File: src/rtl/inc_result_stage.sv
// inc_result_stage: registered output stage behind the dual-operand incrementer.
// Accepts results through a valid/ready handshake. Derives the zero and negative
// flags when a result is accepted. Buffers up to two results in a two-entry skid
// FIFO, so back-pressure from the consumer never drops a result.
// Optional build macro INC_RESULT_STAGE_STICKY_FLAGS_EN adds sticky carry and
// overflow status registers, plus a flag_clr input.
module inc_result_stage #(
  parameter int B_W = 4
) (
  input  logic           clk,
  input  logic           rst_n,
  input  logic           in_valid,
  output logic           in_ready,
  input  logic [B_W-1:0] in_y,
  input  logic           in_cout,
  input  logic           in_v,
  input  logic           in_sel,
  output logic           out_valid,
  input  logic           out_ready,
  output logic [B_W-1:0] out_y,
  output logic           out_c,
  output logic           out_v,
  output logic           out_z,
  output logic           out_n,
`ifdef INC_RESULT_STAGE_STICKY_FLAGS_EN
  output logic           sticky_c,
  output logic           sticky_v,
  input  logic           flag_clr,
`endif
  output logic           out_sel
);

  typedef struct packed {
    logic [B_W-1:0] y;
    logic           c;
    logic           v;
    logic           z;
    logic           n;
    logic           sel;
  } entry_t;

  entry_t     mem_q [2];
  entry_t     last_q;
  entry_t     push_entry;
  entry_t     head;
  logic [1:0] count_q, count_d;
  logic       rd_ptr_q, rd_ptr_d;
  logic       wr_ptr_q, wr_ptr_d;
  logic       push, pop;

  // Ready and valid depend only on the stored count, never on the current inputs
  assign in_ready  = (count_q != 2'd2);
  assign out_valid = (count_q != 2'd0);
  assign push      = in_valid && in_ready;
  assign pop       = out_valid && out_ready;

  // Build the entry to store, computing the zero and negative flags at push time
  always_comb begin
    push_entry.y   = in_y;
    push_entry.c   = in_cout;
    push_entry.v   = in_v;
    push_entry.z   = (in_y == '0);
    push_entry.n   = in_y[B_W-1];
    push_entry.sel = in_sel;
  end

  // Compute the next count and pointers. The pointers are 1 bit wide, so they wrap from 1 to 0.
  always_comb begin
    count_d  = count_q;
    rd_ptr_d = rd_ptr_q;
    wr_ptr_d = wr_ptr_q;
    if (push) wr_ptr_d = ~wr_ptr_q;
    if (pop)  rd_ptr_d = ~rd_ptr_q;
    case ({push, pop})
      2'b10:   count_d = count_q + 2'd1;
      2'b01:   count_d = count_q - 2'd1;
      default: count_d = count_q;
    endcase
  end

  // Register the count and the pointers
  always_ff @(posedge clk or negedge rst_n) begin
    if (!rst_n) begin
      count_q  <= 2'd0;
      rd_ptr_q <= 1'b0;
      wr_ptr_q <= 1'b0;
    end else begin
      count_q  <= count_d;
      rd_ptr_q <= rd_ptr_d;
      wr_ptr_q <= wr_ptr_d;
    end
  end

  // Update FIFO storage and remember the most recently popped entry
  always_ff @(posedge clk or negedge rst_n) begin
    if (!rst_n) begin
      for (int i = 0; i < 2; i++) mem_q[i] <= '0;
      last_q <= '0;
    end else begin
      if (push) mem_q[wr_ptr_q] <= push_entry;
      if (pop)  last_q <= mem_q[rd_ptr_q];
    end
  end

  // While the FIFO is empty, present the last popped entry. Otherwise present the head entry.
  // When the FIFO empties, the read pointer moves to a slot that may hold an older result.
  always_comb begin
    head = (count_q == 2'd0) ? last_q : mem_q[rd_ptr_q];
  end

  assign out_y   = head.y;
  assign out_c   = head.c;
  assign out_v   = head.v;
  assign out_z   = head.z;
  assign out_n   = head.n;
  assign out_sel = head.sel;

`ifdef INC_RESULT_STAGE_STICKY_FLAGS_EN
  logic sticky_c_q, sticky_c_d;
  logic sticky_v_q, sticky_v_d;

  // Clear first, then OR in the pushed flags, so an event pushed in the same cycle as a clear survives
  always_comb begin
    sticky_c_d = flag_clr ? 1'b0 : sticky_c_q;
    sticky_v_d = flag_clr ? 1'b0 : sticky_v_q;
    if (push) begin
      sticky_c_d = sticky_c_d | in_cout;
      sticky_v_d = sticky_v_d | in_v;
    end
  end

  // Register the sticky status bits
  always_ff @(posedge clk or negedge rst_n) begin
    if (!rst_n) begin
      sticky_c_q <= 1'b0;
      sticky_v_q <= 1'b0;
    end else begin
      sticky_c_q <= sticky_c_d;
      sticky_v_q <= sticky_v_d;
    end
  end

  assign sticky_c = sticky_c_q;
  assign sticky_v = sticky_v_q;
`endif

endmodule

File: config.mk
export PLATFORM = sky130hd
export DESIGN_NAME = inc_result_stage
export DESIGN_NICKNAME = d
export VERILOG_FILES = /design/src/rtl/inc_result_stage.sv
export SDC_FILE = /design/constraint.sdc
export NUM_CORES = 1
export LEC_CHECK = 0
export BUFFER_PORTS_ARGS = -buffer_cell sky130_fd_sc_hd__buf_2
export CAP_MARGIN = 20
export CORE_UTILIZATION = 54
export DETAILED_ROUTE_END_ITERATION = 10
export GPL_TIMING_DRIVEN = 0
export PLACE_DENSITY = 0.75
export SYNTH_ARGS = -nofsm -noshare
export SYNTH_HDL_FRONTEND = slang
export SYNTH_SLANG_ARGS = --single-unit
File: constraint.sdc
create_clock -name clk -period 1.75 [get_ports clk]
set_input_delay 0.35 -clock clk [delete_from_list [all_inputs] [get_ports clk]]
set_output_delay 0.35 -clock clk [all_outputs]
set_load 0.02 [all_outputs]
Yosys cells after proc, flatten, opt, wreduce, memory -nomap -nowiden
Cells that the tools add are included.
{"block": "totals", "out_inout_bits": 11, "ff_bits": 31, "word_cells": 48, "in_bits": 11}
{"block": "classes", "n_addsub": 2, "n_bitwise": 4, "eq_ne": 3, "n_mux": 8, "reduce_logical": 7, "magnitude_cmp": 3}
{"operator": "2-to-1 mux 9 bit", "n": 5}
{"operator": "bitwise mux 18 bit", "n": 1}
{"operator": "demux 9 bit (select 1 bit)", "n": 1}
{"operator": ">= comparator 2 bit (second input constant)", "n": 2}
{"operator": "zero test 4 bit", "n": 1}
{"operator": "NOT 1 -> 2 bit", "n": 2}
{"operator": "one-hot mux 2 bit (2 select lines)", "n": 1}
{"operator": "nonzero test 2 bit", "n": 2}
{"operator": "logical AND 1 bit", "n": 3}
{"operator": "adder 2 x 1 -> 2 bit (second input constant)", "n": 1}
{"operator": "== test 2 x 1 -> 1 bit (second input constant)", "n": 1}
{"operator": "== test 2 bit (second input constant)", "n": 1}
{"operator": "zero test 2 bit", "n": 1}
{"operator": "< comparator 2 x 1 -> 1 bit (second input constant)", "n": 1}
{"operator": "inequality test 2 bit (second input constant)", "n": 1}
{"operator": "NOT 1 bit", "n": 2}
{"operator": "subtractor 2 x 1 -> 2 bit (second input constant)", "n": 1}

Depth between registers and ports, before layout
{"block": "depth", "depth_word": 6, "ltp_mapped": 7, "ltp_nobuf": 6}

Least setup slack after synthesis
OpenSTA, ideal clock, no wires.
{"block": "synth_path", "path_type": "reg2out", "from": "register count_q[1]", "to": "output out_y[3]", "slack_ns": -0.207, "arrival_ns": 1.607, "path_buffers": 3, "required_ns": 1.400, "path_stages_with_launch": 6, "cell_sequence": "dfrtp_1 -> or2_1 -> buf_2 -> buf_4 -> a21oi_1 -> buf_4"}
{"block": "synth_between", "elab_chain_cells": 2}
{"item": "from (decl)", "line": "46", "source": "logic [1:0] count_q, count_d;"}
{"item": "from (signal assigned)", "line": "88", "source": "count_q <= count_d;"}
{"item": "zero test 2 bit", "line": "108", "source": "head = (count_q == 2'd0) ? last_q : mem_q[rd_ptr_q];"}
{"item": "2-to-1 mux 9 bit", "line": "108"}
{"item": "to (decl)", "line": "20", "source": "output logic [B_W-1:0] out_y,"}
Every way passes these cells.

Final worst setup path
Same ends and word-level chain as after synthesis.

==> results by group <==
Run status
  • Status: finished with violations
  • Failing checks: negative setup slack

Floorplanning
  • DIE AREA: 2695 um^2
  • Num rows: 17
  • Die width: 51.91 um
  • Initial core utilization: 0.5910
  • Ports: 22
  • Die Ht: 51.91 um
  • Core area: 2276 um^2

Worst setup path
  • Crit path capture type: output port
  • Peak fanout along the critical path: 10
  • Crit path arrival time: 1.50 ns
  • Setup Crit Path Kind: reg -> out
  • FF-to-FF path depth: 7
  • Reg-to-reg critical path startpoint: count_q[1]$_DFFE_PN0P_
  • Data required time at the worst endpoint: 1.40 ns
  • Worst R2R End: count_q[1]$_DFFE_PN0P_
  • Nature of the critical path startpoint: flop
  • R2r setup slk: 0.13 ns

Yosys
  • Synth area leader: dfrtp_1
  • Synth area leaders: dfrtp_1, mux2_4, mux2i_1
  • Flops & latches, synth: 28
  • Most numerous cell in the Yosys netlist: dfrtp_1
  • Mapped Nets: 118
  • Post-synth EDFFs: 0
  • Synth cell types: 21
  • Synth top area share: 0.5209
  • Synth top cells by count: dfrtp_1, mux2_4, nand2_1, nor2_1
  • YS warnings: 0
  • Register area share after synthesis: 0.5209
  • Post-synthesis instance total: 106
  • Syn Area/Cell: 12.69 um^2
  • Main synth FF type: dfrtp_1
  • Post-Syn Area: 1345 um^2
  • Post-synthesis async set-or-reset flop share: 1.000

STA
  • Post-route setup TNS: -0.6672 ns
  • Worst setup margin: -0.1020 ns
  • Min Tclk post-route: 1.852 ns
  • Final Hold Fails: 0
  • Worst rel slew slack: 0.6080
  • Slew @ Worst Pin: 0.5880 ns
  • RSZ-0062 raised after global routing: true
  • Period utilization: 1.058
  • Clock Skew: 0.004838 ns
  • Final setup violation count: 9
  • Max frequency: 540.0 MHz
  • Max-slew violations: 0

Global route
  • Grt met1 use: 0.2677
  • Total grt overflow: 0
  • Gr busiest metal: met2
  • Met3 global-route usage: 0.02632
  • First-pass GRT wire length: 4091 um
  • Tot GR Track Use: 0.2154
  • Antenna violations before repair: 0
  • Number of global-route vias before repair: 889
  • Largest net degree at the start of global routing: 29
  • GR Util met2: 0.3654

Power and ir drop
  • Pwr Total: 0.003579 W
  • Leak Pwr: 0.7785 nW
  • Pwr/cell area: 2206 nW/um^2
  • Max IR drop VDD: 1.301 mV

CTS
  • H-tree depth: 1
  • Num CTS Buffers: 3
  • TritonCTS clock tree: built
  • Longest Clk Path Bufs: 2
  • Clock Sinks: 28
  • Reg clk slew, reported paths: 0.14 ns
  • Root buf cell: clkbuf_4
  • Clock Latency Late Sink: 0.32 ns

Drt
  • DRT Pass-1 Iters: 3
  • WL final: 2445 um
  • Routed length per instance: 15.19 um
  • Via density: 5.342
  • Post-DRT Antenna Nets: 0
  • DRC: 0
  • Vias: 860
  • Drt initial violations: 13

Placed design
  • Number of port buffers: 21
  • Gpl congestion: 0.6944
  • Dpl hpwl: 1682 um

Job
  • Max_cap viols: 0

Layout
  • Share of cells above drive strength 1: 0.4737
  • Ant. Diodes: 0
  • Final core occ: 0.7130
  • Nets: 147
  • Area Overhead vs Synth: 20.65%

Worst hold path
  • Hold WC Path Type: in -> async
-- sequential cells by signal, summed over array words and instances (netlist names) --
| name | count |
|---|---|
| mem_q | 16 |
| last_q | 8 |
| rd_ptr_q | 1 |
| count_q | 2 |
| wr_ptr_q | 1 |
-- cell type report --
class	count	area, um^2
fillers	163	653.1
plain buffers	6	72.57
clock buffers	3	22.52
well taps	28	35.03
repair buffers	25	156.4
inverters	1	3.754
flip-flops and latches	28	701.9
multi-input cells	70	630.6
-- per-layer routing --
layer	vias up	part of all wire	wire length (um)
met3	6	0.024	59
li1	418	-	-
met1	417	0.45	1098
met5	-	0	0
met2	19	0.50	1211
met4	0	0.031	75
-- through the flow --
stage	cells	hold WS, ns	setup slack [ns]	cell area (um^2)
final	161	0.005507	-0.1020	1623
after global routing	161	0.04162	-0.1613	1623
after CTS	161	0.02550	-0.1059	1603
after detailed placement	155	0.3856	-0.09298	1496
after global placement	155	0.3882	-0.05599	1496
after floorplan	106	0.05441	0.03189	1356
-- cell families (layout without fill, tap and decap cells) --
kind of cell	Yosys count	count (layout)	synth area share
fa+ha+maj	1	1	0.009301
mux	24	24	0.2381
compound gates	17	17	0.06605
simple gates	23	23	0.08465
flops	28	28	0.5209
buf+inv	8	35	0.04836
xor+xnor	5	5	0.03256
-- cells in the final DEF, fill, tap and decap left out, types with 2 or more instances in the layout --
cell type,n
nand2_1,9
buf_6,3
mux2_4,16
a21oi_2,2
nor2_2,4
o21ai_0,8
buf_2,14
buf_4,12
a21oi_1,5
xnor2_1,4
nor2_1,5
clkbuf_4,3
mux2i_1,7
dfrtp_1,27
-- report_power, final --
group / internal (W) / switching, W / total, W / leakage, nW
Combinational: 0.00112 / 0.00105 / 0.00217 / 0.426
Clock: 0.0000807 / 0.000173 / 0.000254 / 0.0138
Sequential: 0.000964 / 0.000196 / 0.00116 / 0.338
-- what timing repair did --
action                     CTS  global route
gates cloned                 0             0
pin swaps                    2             0
gates resized for setup     17             7
setup buffers                4             0
setup endpoints to repair   11             9
hold buffers                 0             0
-- how the worst max path moves through the flow --
stage / startpoint / depth (start not counted) / end
finish: count_q[1]$_DFFE_PN0P_ / 5 / out_y[3]
global route: count_q[0]$_DFFE_PN0P_ / 5 / out_y[3]
CTS: count_q[1]$_DFFE_PN0P_ / 5 / out_y[3]
detailed placement: count_q[1]$_DFFE_PN0P_ / 6 / count_q[1]$_DFFE_PN0P_
global placement: count_q[1]$_DFFE_PN0P_ / 6 / count_q[1]$_DFFE_PN0P_
floorplan: count_q[1]$_DFFE_PN0P_ / 5 / out_y[3]
-- worst max-delay path, cell delays in order (launching register included) --
cell and delay, ns:
dfrtp_2 0.43, or2_4 0.26, buf_8 0.15, a21oi_4 0.12, buf_4 0.12, buf_6 0.10
No activity file was read; power rests on OpenSTA's default activity.
